`config.mk`:
```
export PLATFORM = sky130hd
export DESIGN_NAME = alu_result_stage
export DESIGN_NICKNAME = d
export VERILOG_FILES = /design/src/rtl/alu_pkg.sv /design/src/rtl/alu_result_stage_fifo.sv /design/src/rtl/alu_result_stage.sv
export SDC_FILE = /design/constraint.sdc
export NUM_CORES = 1
export LEC_CHECK = 0
export CAP_MARGIN = 20
export CORE_AREA = 2 2 91 93
export CTS_BUF_LIST = sky130_fd_sc_hd__clkbuf_8 sky130_fd_sc_hd__clkbuf_16
export DETAILED_ROUTE_END_ITERATION = 12
export DIE_AREA = 0 0 93 95
export PLACE_DENSITY = 0.73
export REMOVE_ABC_BUFFERS = 1
export SLEW_MARGIN = 20
export SYNTH_ARGS = -nofsm -noshare
export SYNTH_HDL_FRONTEND = slang
export SYNTH_HIERARCHICAL = 1
export SYNTH_SLANG_ARGS = --single-unit
```
`constraint.sdc`:
```
create_clock -name clk -period 2.5 [get_ports clk]
set_input_delay 0.5 -clock clk [delete_from_list [all_inputs] [get_ports clk]]
set_output_delay 0.5 -clock clk [all_outputs]
set_load 0.03 [all_outputs]
```
`src/rtl/alu_pkg.sv`:
```
// Shared ALU definitions: condition codes, flag bit positions, ALU opcodes
// and the branch-condition evaluator used by the execute-stage output register.
package alu_pkg;

    typedef enum logic [2:0] {
        AL = 3'b000,
        EQ = 3'b001,
        NE = 3'b010,
        CS = 3'b011,
        CC = 3'b100,
        MI = 3'b101,
        LT = 3'b110,
        GE = 3'b111
    } cond_e;

    localparam int FLAG_Z = 3;
    localparam int FLAG_C = 2;
    localparam int FLAG_S = 1;
    localparam int FLAG_V = 0;

    // ALU_Control encodings of the upstream ALU
    localparam logic [3:0] ALU_ADD = 4'h0;
    localparam logic [3:0] ALU_SUB = 4'h1;
    localparam logic [3:0] ALU_AND = 4'h2;
    localparam logic [3:0] ALU_OR  = 4'h3;
    localparam logic [3:0] ALU_XOR = 4'h4;
    localparam logic [3:0] ALU_SLL = 4'h5;
    localparam logic [3:0] ALU_SRL = 4'h6;
    localparam logic [3:0] ALU_SRA = 4'h7;
    localparam logic [3:0] ALU_SLT = 4'h8;
    localparam logic [3:0] ALU_MUL = 4'h9;

    function automatic logic cond_eval(cond_e c, logic [3:0] flags);
        logic r;
        case (c)
            AL:      r = 1'b1;
            EQ:      r = flags[FLAG_Z];
            NE:      r = !flags[FLAG_Z];
            CS:      r = flags[FLAG_C];
            CC:      r = !flags[FLAG_C];
            MI:      r = flags[FLAG_S];
            LT:      r = flags[FLAG_S] ^ flags[FLAG_V];
            GE:      r = !(flags[FLAG_S] ^ flags[FLAG_V]);
            default: r = 1'b1;
        endcase
        return r;
    endfunction

endpackage

```
`src/rtl/alu_result_stage_fifo.sv`:
```
// Generic 2-entry valid/ready buffer with a registered in_ready, so the
// downstream ready never reaches the upstream ready combinationally.
module pipe_fifo2 #(
    parameter int WIDTH = 33,
    parameter int DEPTH = 2
) (
    input  logic             clk,
    input  logic             reset,
    input  logic             flush,
    input  logic             in_valid,
    output logic             in_ready,
    input  logic [WIDTH-1:0] in_data,
    output logic             out_valid,
    input  logic             out_ready,
    output logic [WIDTH-1:0] out_data
);

    logic [1:0]       count;
    logic [1:0]       count_next;
    logic [WIDTH-1:0] head;
    logic [WIDTH-1:0] tail;
    logic             push;
    logic             pop;

    assign out_valid = (count != 2'd0);
    assign out_data  = head;
    assign push      = in_valid && in_ready;
    assign pop       = out_valid && out_ready;

    always_comb begin
        count_next = count;
        if (flush)
            count_next = 2'd0;
        else if (push && !pop)
            count_next = count + 2'd1;
        else if (pop && !push)
            count_next = count - 2'd1;
    end

    // head is always the oldest entry; it keeps its value once drained
    always_ff @(posedge clk) begin
        if (reset) begin
            count    <= 2'd0;
            in_ready <= 1'b1;
            head     <= '0;
            tail     <= '0;
        end else begin
            count    <= count_next;
            in_ready <= (count_next < 2'(DEPTH));
            if (!flush) begin
                if (pop) begin
                    if (count == 2'd2)
                        head <= tail;
                    else if (push)
                        head <= in_data;
                end else if (push) begin
                    if (count == 2'd0)
                        head <= in_data;
                    else
                        tail <= in_data;
                end
            end
        end
    end

endmodule

```
`src/rtl/alu_result_stage.sv`:
```
// Execute-stage output register: buffers ALU results with their branch outcome
// and maintains the architectural {Z,C,S,V} flag register.
module alu_result_stage
    import alu_pkg::*;
#(
    parameter int WIDTH = 32,
    parameter int DEPTH = 2
) (
    input  logic             clk,
    input  logic             reset,
    input  logic             in_valid,
    output logic             in_ready,
    input  logic [WIDTH-1:0] alu_result,
    input  logic             zero_flag,
    input  logic             carry_flag,
    input  logic             sign_flag,
    input  logic             overflow_flag,
    input  logic             set_flags,
    input  logic [2:0]       cond,
    input  logic             flush,
    output logic             out_valid,
    input  logic             out_ready,
    output logic [WIDTH-1:0] out_result,
    output logic             out_taken,
    output logic [3:0]       flags_q
);

    logic [3:0] alu_flags;
    logic [3:0] eval_flags;
    logic       taken;
    logic       accept;

    assign alu_flags  = {zero_flag, carry_flag, sign_flag, overflow_flag};
    // flag-setting ops branch on their own flags, others on the committed ones
    assign eval_flags = set_flags ? alu_flags : flags_q;
    assign taken      = cond_eval(cond_e'(cond), eval_flags);
    assign accept     = in_valid && in_ready;

    always_ff @(posedge clk) begin
        if (reset)
            flags_q <= 4'b0000;
        else if (accept && set_flags && !flush)
            flags_q <= alu_flags;
    end

    pipe_fifo2 #(
        .WIDTH(WIDTH + 1),
        .DEPTH(DEPTH)
    ) u_buf (
        .clk      (clk),
        .reset    (reset),
        .flush    (flush),
        .in_valid (in_valid),
        .in_ready (in_ready),
        .in_data  ({taken, alu_result}),
        .out_valid(out_valid),
        .out_ready(out_ready),
        .out_data ({out_taken, out_result})
    );

endmodule
```
==> results of run 1 <==
[cells in the final DEF, fill, tap and decap left out, types with 2 or more instances in the layout]
cell             netlist  routed
a311oi_1               3       3
nand3b_1               2       2
ha_1                   5       5
nor2_1                 7       7
a311oi_2              30      30
mux2i_1                8       8
buf_4                  0      16
buf_12                 0       3
clkdlybuf4s50_1        0      82
a21oi_1               34      34
nand2_1               70      70
xnor2_1                3       3
dfxtp_1               73      73
o21ai_0               29      29
nor2b_1                2       2
clkinv_2               0       2
clkbuf_8               0       9
inv_1                  6       8
o211ai_1               2       2
a31oi_1               33      33
o21ai_1                5       5
nand3_1               33      33
[final cells by class]
class | instances | area share (%)
Clock inverter | 7 | 1.37
Tap cell | 105 | 2.83
Multi-Input combinational cell | 280 | 39.5
Timing Repair Buffer | 102 | 21.7
Clock buffer | 9 | 2.67
Sequential cell | 73 | 31.5
Inverter | 6 | 0.485
[metrics by stage]
stage,instances,area (sq um),utilization (%),total power [mW]
2_1_floorplan,359,3300,-,1.54
3_3_place_gp,566,4460,56.2,1.81
3_5_place_dp,566,4460,56.2,1.82
4_1_cts,582,4640,58.6,2.71
5_1_grt,582,4640,58.6,2.81
6_report,582,4640,58.6,2.69
[flip-flops by register name, indices dropped and copies added, names as in the netlist]
signal          flops
u_buf/count         2
flags_q             4
u_buf/in_ready      1
u_buf/tail         33
u_buf/out_data     33
[per-layer routing]
layer | up-vias | global-route usage, %
li1 | 1610 | -
met1 | 1594 | 27.0
met4 | 0 | 8.58
met2 | 115 | 39.0
met3 | 11 | 5.11
met5 | - | 0
[worst min-delay path by stage]
stage | endpoint | from | depth (start not counted)
after global routing | u_buf/tail[32] | u_buf/tail[32] | 2
after floorplan | u_buf/tail[0] | u_buf/tail[0] | 2
after CTS | u_buf/tail[19] | u_buf/tail[19] | 2
after detailed placement | u_buf/tail[14] | u_buf/tail[14] | 2
after global placement | u_buf/tail[10] | u_buf/tail[10] | 2
final | u_buf/tail[18] | u_buf/tail[18] | 2
[worst min-delay path: stages, from the launching register on]
cell and delay [ps]:
dfxtp_1 310, o21ai_0 60, a21oi_1 60
[report_power, final]
part           total (mW)  leakage [nW]  internal [mW]  switching [mW]
clock network       0.894         0.102          0.452           0.442
registers            1.24         0.593           1.21          0.0277
logic               0.559         0.922          0.247           0.312
[cells by family (layout without fill, tap and decap cells)]
family | count (synthesis) | count (layout)
buf+inv | 50 | 124
flops | 73 | 73
xor+xnor | 3 | 3
mux | 9 | 9
fa+ha+maj | 5 | 5
compound gates | 141 | 141
simple gates | 122 | 122
==> summary.md, run 1 <==
| Metric | Value |
|---|---|
| Status | complete, no violations |
| Share of Yosys cell area claimed by the top area cell type | around two fifths |
| Clk_lat worst skew | ~350 ps |
| Fin worst setup slack | about 170 ps |
| Synth Area in Adders | 1.77% |
| Crit path buffers/inverters | 3 |
| CP Launch Point | u_buf/count[0] |
| Yosys reg bits | 73 |
| IO Port Bufs | a little over 80 |
| Initial antenna violation count | 0 |
| Final ANT Viol Nets | 0 |
| Post-Synthesis Cells | 403 |
| Maximum buffer depth of the clock tree | 2 |
| CTS tree | built |
| Unrepaired setup endpoints after global routing | no |
| Mean post-synth cell area | 8.76 sq um |
| Max Fanout on Critical Path | 7 |
| Async set-reset flop share out of synthesis | 0% |
| TNS Setup | 0 ps |
| Yosys cell types | 35 |
| Setup WS pre-CTS | 123 ps |
| Critical path type | reg -> out |
| Slew @ Worst Pin | a little over 600 ps |
| FF-to-FF setup slack | ~360 ps |
| Pwr Density | 580 mW/mm^2 |
| Critical Path RT | around 2000 ps |
| Htree depth | 3 |
| Post-CTS Resized | 0 |
| Slowest-stage cell, CP | clkdlybuf4s50_1 |
| I/O pin count | between 80 and 90 |
| R2R Path Start | u_buf/count[0] |
| Met2 Routed Length | 4720 um |
| Sequential area share after synthesis | approximately two fifths |
| Ys flop type | dfxtp_1 |
| Largest area contributor in the synthesized netlist | dfxtp_1 |
| Vias per std cell | around 5.7 |
| Core Area | about 0.0079 sq mm |
| Worst Skew | ~13 ps |
| Top layer in use | met4 |
| Routed met3 length | between 600 and 700 um |
| Most frequent cells after synthesis | 73 x dfxtp_1, 70 x nand2_1, 34 x a21oi_1 |
| Clock sink total | 73 |
| Vias | roughly 3.3k |
| Worst Reg-to-Reg Cells | 9 |
| Fin. Hold Viols | 0 |
| GRT Overall Usage | around 22% |
| Synth Area in Compound Gates | a little under a third |
| Register Area | 0.00146 sq mm |
| WL met1 | roughly 4000 um |
| Crit path depth | 4 |
| Die Width | a little over 90 um |
| Pins Over Slew Limit | 0 |
| Site Rows | 33 |
| Yosys warns | 6 |
| Fin nets | approximately 520 |
| Worst slew margin | between 50% and 60% |
| Worst reg2reg path endpoint | u_buf/out_data[12] |
| Initial DRC count | 236 |
| Largest family of logic cells by synthesized area | compound AO/OA/AOI/OAI gates |
| Clock-pin slew on the worst setup and hold paths | roughly 80 ps |
| # fillers | about 700 |
| Synth Area in Simple Gates | 15.5% |
| Worst vdd ir | around 0.35 mV |
| First-pass GRT wire length | 15,800 um |
| Vias in the first global route | between 3k and 4k |
| Postcts setup bufs | 0 |
| Max-cap violation count | 0 |
| Antenna cells | 0 |
| Setup Viol. Count Final | 0 |
| Tmin final | approximately 2300 ps |
| DRC | 0 |
| XOR/XNOR Fraction of Synth Area | less than 1% |
| Initial core utilization | 44.5% |
| CTS root buf | clkbuf_8 |
| Post-synthesis mux area share | a little under 3% |
| Kind of end point of the critical path | primary output |
| CTS Buf Count | 9 |
| Post-Syn Area | 0.00353 sq mm |
| Max Clk Rate | 429 MHz |
| Routed wire length | 9560 um |
| Multi-input gate area | roughly 0.0018 sq mm |
| Delay-heaviest family, CP | buffers and inverters |
| Detail Placement HPWL | a little over 6000 um |
| Crit path capture | out_valid |
| Largest net degree at the start of global routing | between 40 and 50 |
| Worst-path cell chain | inv_1 -> ha_1 -> inv_1 -> clkdlybuf4s50_1 |
| Hold Buf Count CTS | 0 |
| Critical Path AT | about 1800 ps |
| Count leader, synth | dfxtp_1 |
| Crit share post-route | 93.2% |
| EDFF count, synth | 0 |
| DIE HEIGHT | 95 um |
| Worst hold-check path type | reg -> reg |
| RD Place Congestion | between 0.7 and 0.8 |
| Leakage | 1.62 nW |
| CP most frequent cell | inv_1 |
| CP max stage delay | ~670 ps |
| DR pass1 iterations | 4 |
| Syn-to-layout area delta | 31.6% |
| CP Launch Type | flip-flop |
| Die area | ~0.009 sq mm |
| Ranking of synthesized cells by area | dfxtp_1 41%, a311oi_2 13%, nand2_1 7.4% |
| Min Hold Slack | 476 ps |
| Drt wl/cell | between 15 and 20 um |
| Share of cells above drive strength 1 | around 14% |
| Grt ovf | 0 |
Power figures use the tool's default switching activity.
==> run 2: changes to the inputs <==
--- a/config.mk
+++ b/config.mk
@@ -6,14 +6,13 @@
 export NUM_CORES = 1
 export LEC_CHECK = 0
 export CAP_MARGIN = 20
-export CORE_AREA = 2 2 91 93
+export CORE_AREA = 2 2 86 88
 export CTS_BUF_LIST = sky130_fd_sc_hd__clkbuf_8 sky130_fd_sc_hd__clkbuf_16
 export DETAILED_ROUTE_END_ITERATION = 12
-export DIE_AREA = 0 0 93 95
-export PLACE_DENSITY = 0.73
+export DIE_AREA = 0 0 88 90
+export PLACE_DENSITY = 0.75
 export REMOVE_ABC_BUFFERS = 1
 export SLEW_MARGIN = 20
 export SYNTH_ARGS = -nofsm -noshare
 export SYNTH_HDL_FRONTEND = slang
-export SYNTH_HIERARCHICAL = 1
 export SYNTH_SLANG_ARGS = --single-unit
==> summary.md, run 2 <==
| Metric | Value |
|---|---|
| Pins Over Slew Limit | 0 (unchanged) |
| GRT Overall Usage | 17.0% (-5.4 points) |
| Die area | 0.00792 sq mm (-10%) |
| Worst-path cell chain | inv_1 -> ha_1 -> inv_1 -> clkdlybuf4s50_1 |
| Grt ovf | 0 (unchanged) |
| Post-CTS Resized | 0 (unchanged) |
| Count leader, synth | dfxtp_1 |
| CTS Buf Count | 9 (unchanged) |
| Drt wl/cell | 12.3 um (-25%) |
| CTS tree | built |
| Vias in the first global route | 2,422 (-25%) |
| Initial core utilization | 45.0% (+0.48 points) |
| Max-cap violation count | 0 (unchanged) |
| Share of Yosys cell area claimed by the top area cell type | 46.3% (+4.9 points) |
| Site Rows | 31 (-6.1%) |
| Post-Synthesis Cells | 350 (-13%) |
| Sequential area share after synthesis | 46.3% (+4.9 points) |
| Syn-to-layout area delta | 36.2% |
| Status | complete, no violations |
| Critical Path RT | 2000 ps (about the same) |
| Max Clk Rate | 433 MHz (+0.97%) |
| Ranking of synthesized cells by area | dfxtp_1 46%, mux2i_1 14%, nand2_1 8.2% |
| Kind of end point of the critical path | primary output |
| DR pass1 iterations | 4 (unchanged) |
| Slowest-stage cell, CP | clkdlybuf4s50_1 |
| Post-Syn Area | 0.00316 sq mm (-10%) |
| First-pass GRT wire length | 11,000 um (-31%) |
| Crit path buffers/inverters | 3 (unchanged) |
| Htree depth | 3 (unchanged) |
| Largest area contributor in the synthesized netlist | dfxtp_1 |
| Worst slew margin | 43.1% (-15 points) |
| Yosys warns | 0 (-6) |
| DRC | 0 (unchanged) |
| Clk_lat worst skew | 340 ps (about the same) |
| Slew @ Worst Pin | 853 ps (+232 ps) |
| Detail Placement HPWL | 4510 um (-27%) |
| Fin. Hold Viols | 0 (unchanged) |
| Async set-reset flop share out of synthesis | 0% (unchanged) |
| Mean post-synth cell area | 9.02 sq um (+3.1%) |
| Commonest non-fill, non-tap cells in the layout | 82 x clkdlybuf4s50_1, 73 x dfxtp_1, 69 x nand2_1, 43 x mux2i_1, 40 x nor2_1 |
| Max Fanout on Critical Path | 6 (-1) |
| Clock sink total | 73 (unchanged) |
| Core Area | 0.00702 sq mm (-11%) |
| Crit share post-route | 92.3% (-0.90 points) |
| EDFF count, synth | 0 (unchanged) |
| Postcts setup bufs | 0 (unchanged) |
| TNS Setup | 0 ps (unchanged) |
| Pwr Density | 620 mW/mm^2 (+6.9%) |
| Delay-heaviest family, CP | buffers and inverters |
| Largest net degree at the start of global routing | 43 (-10%) |
| Vias per std cell | 4.95 (-14%) |
| CP Launch Type | flip-flop |
| IO Port Bufs | 83 (unchanged) |
| Clock-pin slew on the worst setup and hold paths | 80 ps (about the same) |
| Commonest non-fill, non-tap cell in the layout | clkdlybuf4s50_1 |
| Final ANT Viol Nets | 0 (unchanged) |
| Antenna cells | 0 (unchanged) |
| Leakage | 1.75 nW (+8.4%) |
| DIE HEIGHT | 90 um (-5.3%) |
| Initial DRC count | 130 (-45%) |
| Vias | 2,622 (-21%) |
| Hold Buf Count CTS | 0 (unchanged) |
| Setup WS pre-CTS | 251 ps (+127 ps) |
| Critical Path AT | 1810 ps (-20 ps) |
| Worst Skew | 6.53 ps (-6.12 ps) |
| Unrepaired setup endpoints after global routing | no |
| Min Hold Slack | 455 ps (-21.6 ps) |
| Worst vdd ir | 0.333 mV (-5.9%) |
| CTS root buf | clkbuf_8 |
| Fin worst setup slack | 192 ps (+22.4 ps) |
| FF-to-FF setup slack | 560 ps (+200 ps) |
| Yosys reg bits | 73 (unchanged) |
| Ys flop type | dfxtp_1 |
| Die Width | 88 um (-5.4%) |
| Fin nets | 475 (-9.0%) |
| Share of cells above drive strength 1 | 9.05% (-5.2 points) |
| RD Place Congestion | 0.828 (+4.0%) |
| Routed wire length | 6540 um (-32%) |
| Worst hold-check path type | reg -> reg |
| Maximum buffer depth of the clock tree | 2 (unchanged) |
| Most frequent cells after synthesis | 73 x dfxtp_1, 69 x nand2_1, 43 x mux2i_1 |
| CP max stage delay | 670 ps (about the same) |
| Setup Viol. Count Final | 0 (unchanged) |
| I/O pin count | 84 (unchanged) |
| CP most frequent cell | inv_1 |
| Tmin final | 2310 ps (-22.4 ps) |
| Initial antenna violation count | 0 (unchanged) |
| Yosys cell types | 26 (-26%) |
| Critical path type | reg -> out |
==> run 2: cell types whose count changed after synthesis, sizes merged, moves of 5 or more <==
cell,change
nor3,+6
a211oi,+34
a311oi,-31
nor2,+32
a31oi,-33
nand3,-33
buf,-5
o21ai,-34
mux2i,+34
clkbuf,-12
==> run 2: worst register-to-register path, delay by kind of cell, from the launching register on <==
| kind | cells | cell delay [ps] |
|---|---|---|
| compound gates | 2 | 430 |
| flops | 1 | 360 |
| buf+inv | 2 | 290 |
| fa+ha+maj | 1 | 280 |
| mux | 1 | 220 |
| simple gates | 1 | 210 |
==> run 2: metrics by stage <==
| stage | power, mW | area (sq um) | instances | util (%) |
|---|---|---|---|---|
| after global routing | 2.77 | 4300 | 530 | 61.3 |
| final | 2.67 | 4300 | 530 | 61.3 |
| after CTS | 2.69 | 4300 | 530 | 61.3 |
| after global placement | 1.68 | 4080 | 514 | 58.2 |
| after floorplan | 1.47 | 3020 | 323 | - |
| after detailed placement | 1.69 | 4080 | 514 | 58.2 |
==> run 2: per-layer routing <==
metal	track usage, %	wire, um	vias up
met3	3.58	287	10
met5	0	0	-
met2	26.6	3110	58
met1	22.4	3030	1197
met4	7.56	112	0
li1	-	-	1357
==> run 2: cells by family (layout without fill, tap and decap cells) <==
kind of cell | count (synthesis) | after routing | synth area share [%]
flip-flops | 73 | 73 | 46.3
multiplexers | 43 | 43 | 13.6
AND/OR/NAND/NOR | 124 | 124 | 16.3
XOR/XNOR | 3 | 3 | 1.27
adder cells (fa/ha/maj) | 4 | 4 | 1.58
buffers and inverters | 33 | 114 | 5.03
AO/OA/AOI/OAI | 70 | 70 | 15.9
==> run 2: layout make-up <==
cell class | count | area (sq um)
clock buffers | 9 | 124
clock inverters | 7 | 93.8
fillers | 611 | 2720
inverters | 6 | 22.5
multi-input cells | 244 | 1550
flip-flops and latches | 73 | 1460
well taps | 99 | 124
repair buffers | 92 | 931
==> run 2: worst paths after layout <==
path,start,end,depth (start not counted)
min,u_buf.tail[1],u_buf.tail[1],2
min reg2reg,u_buf.tail[1],u_buf.tail[1],2
max,u_buf.count[0],out_valid,4
max reg2reg,u_buf.count[0],u_buf.out_data[32],7
==> run 2: where the power goes <==
part | internal (mW) | switching (mW) | leakage, nW | total [mW]
clock | 0.561 | 0.444 | 0.106 | 1.01
combinational | 0.205 | 0.224 | 1.05 | 0.429
sequential | 1.21 | 0.0240 | 0.595 | 1.23
total | 1.97 | 0.691 | 1.75 | 2.67
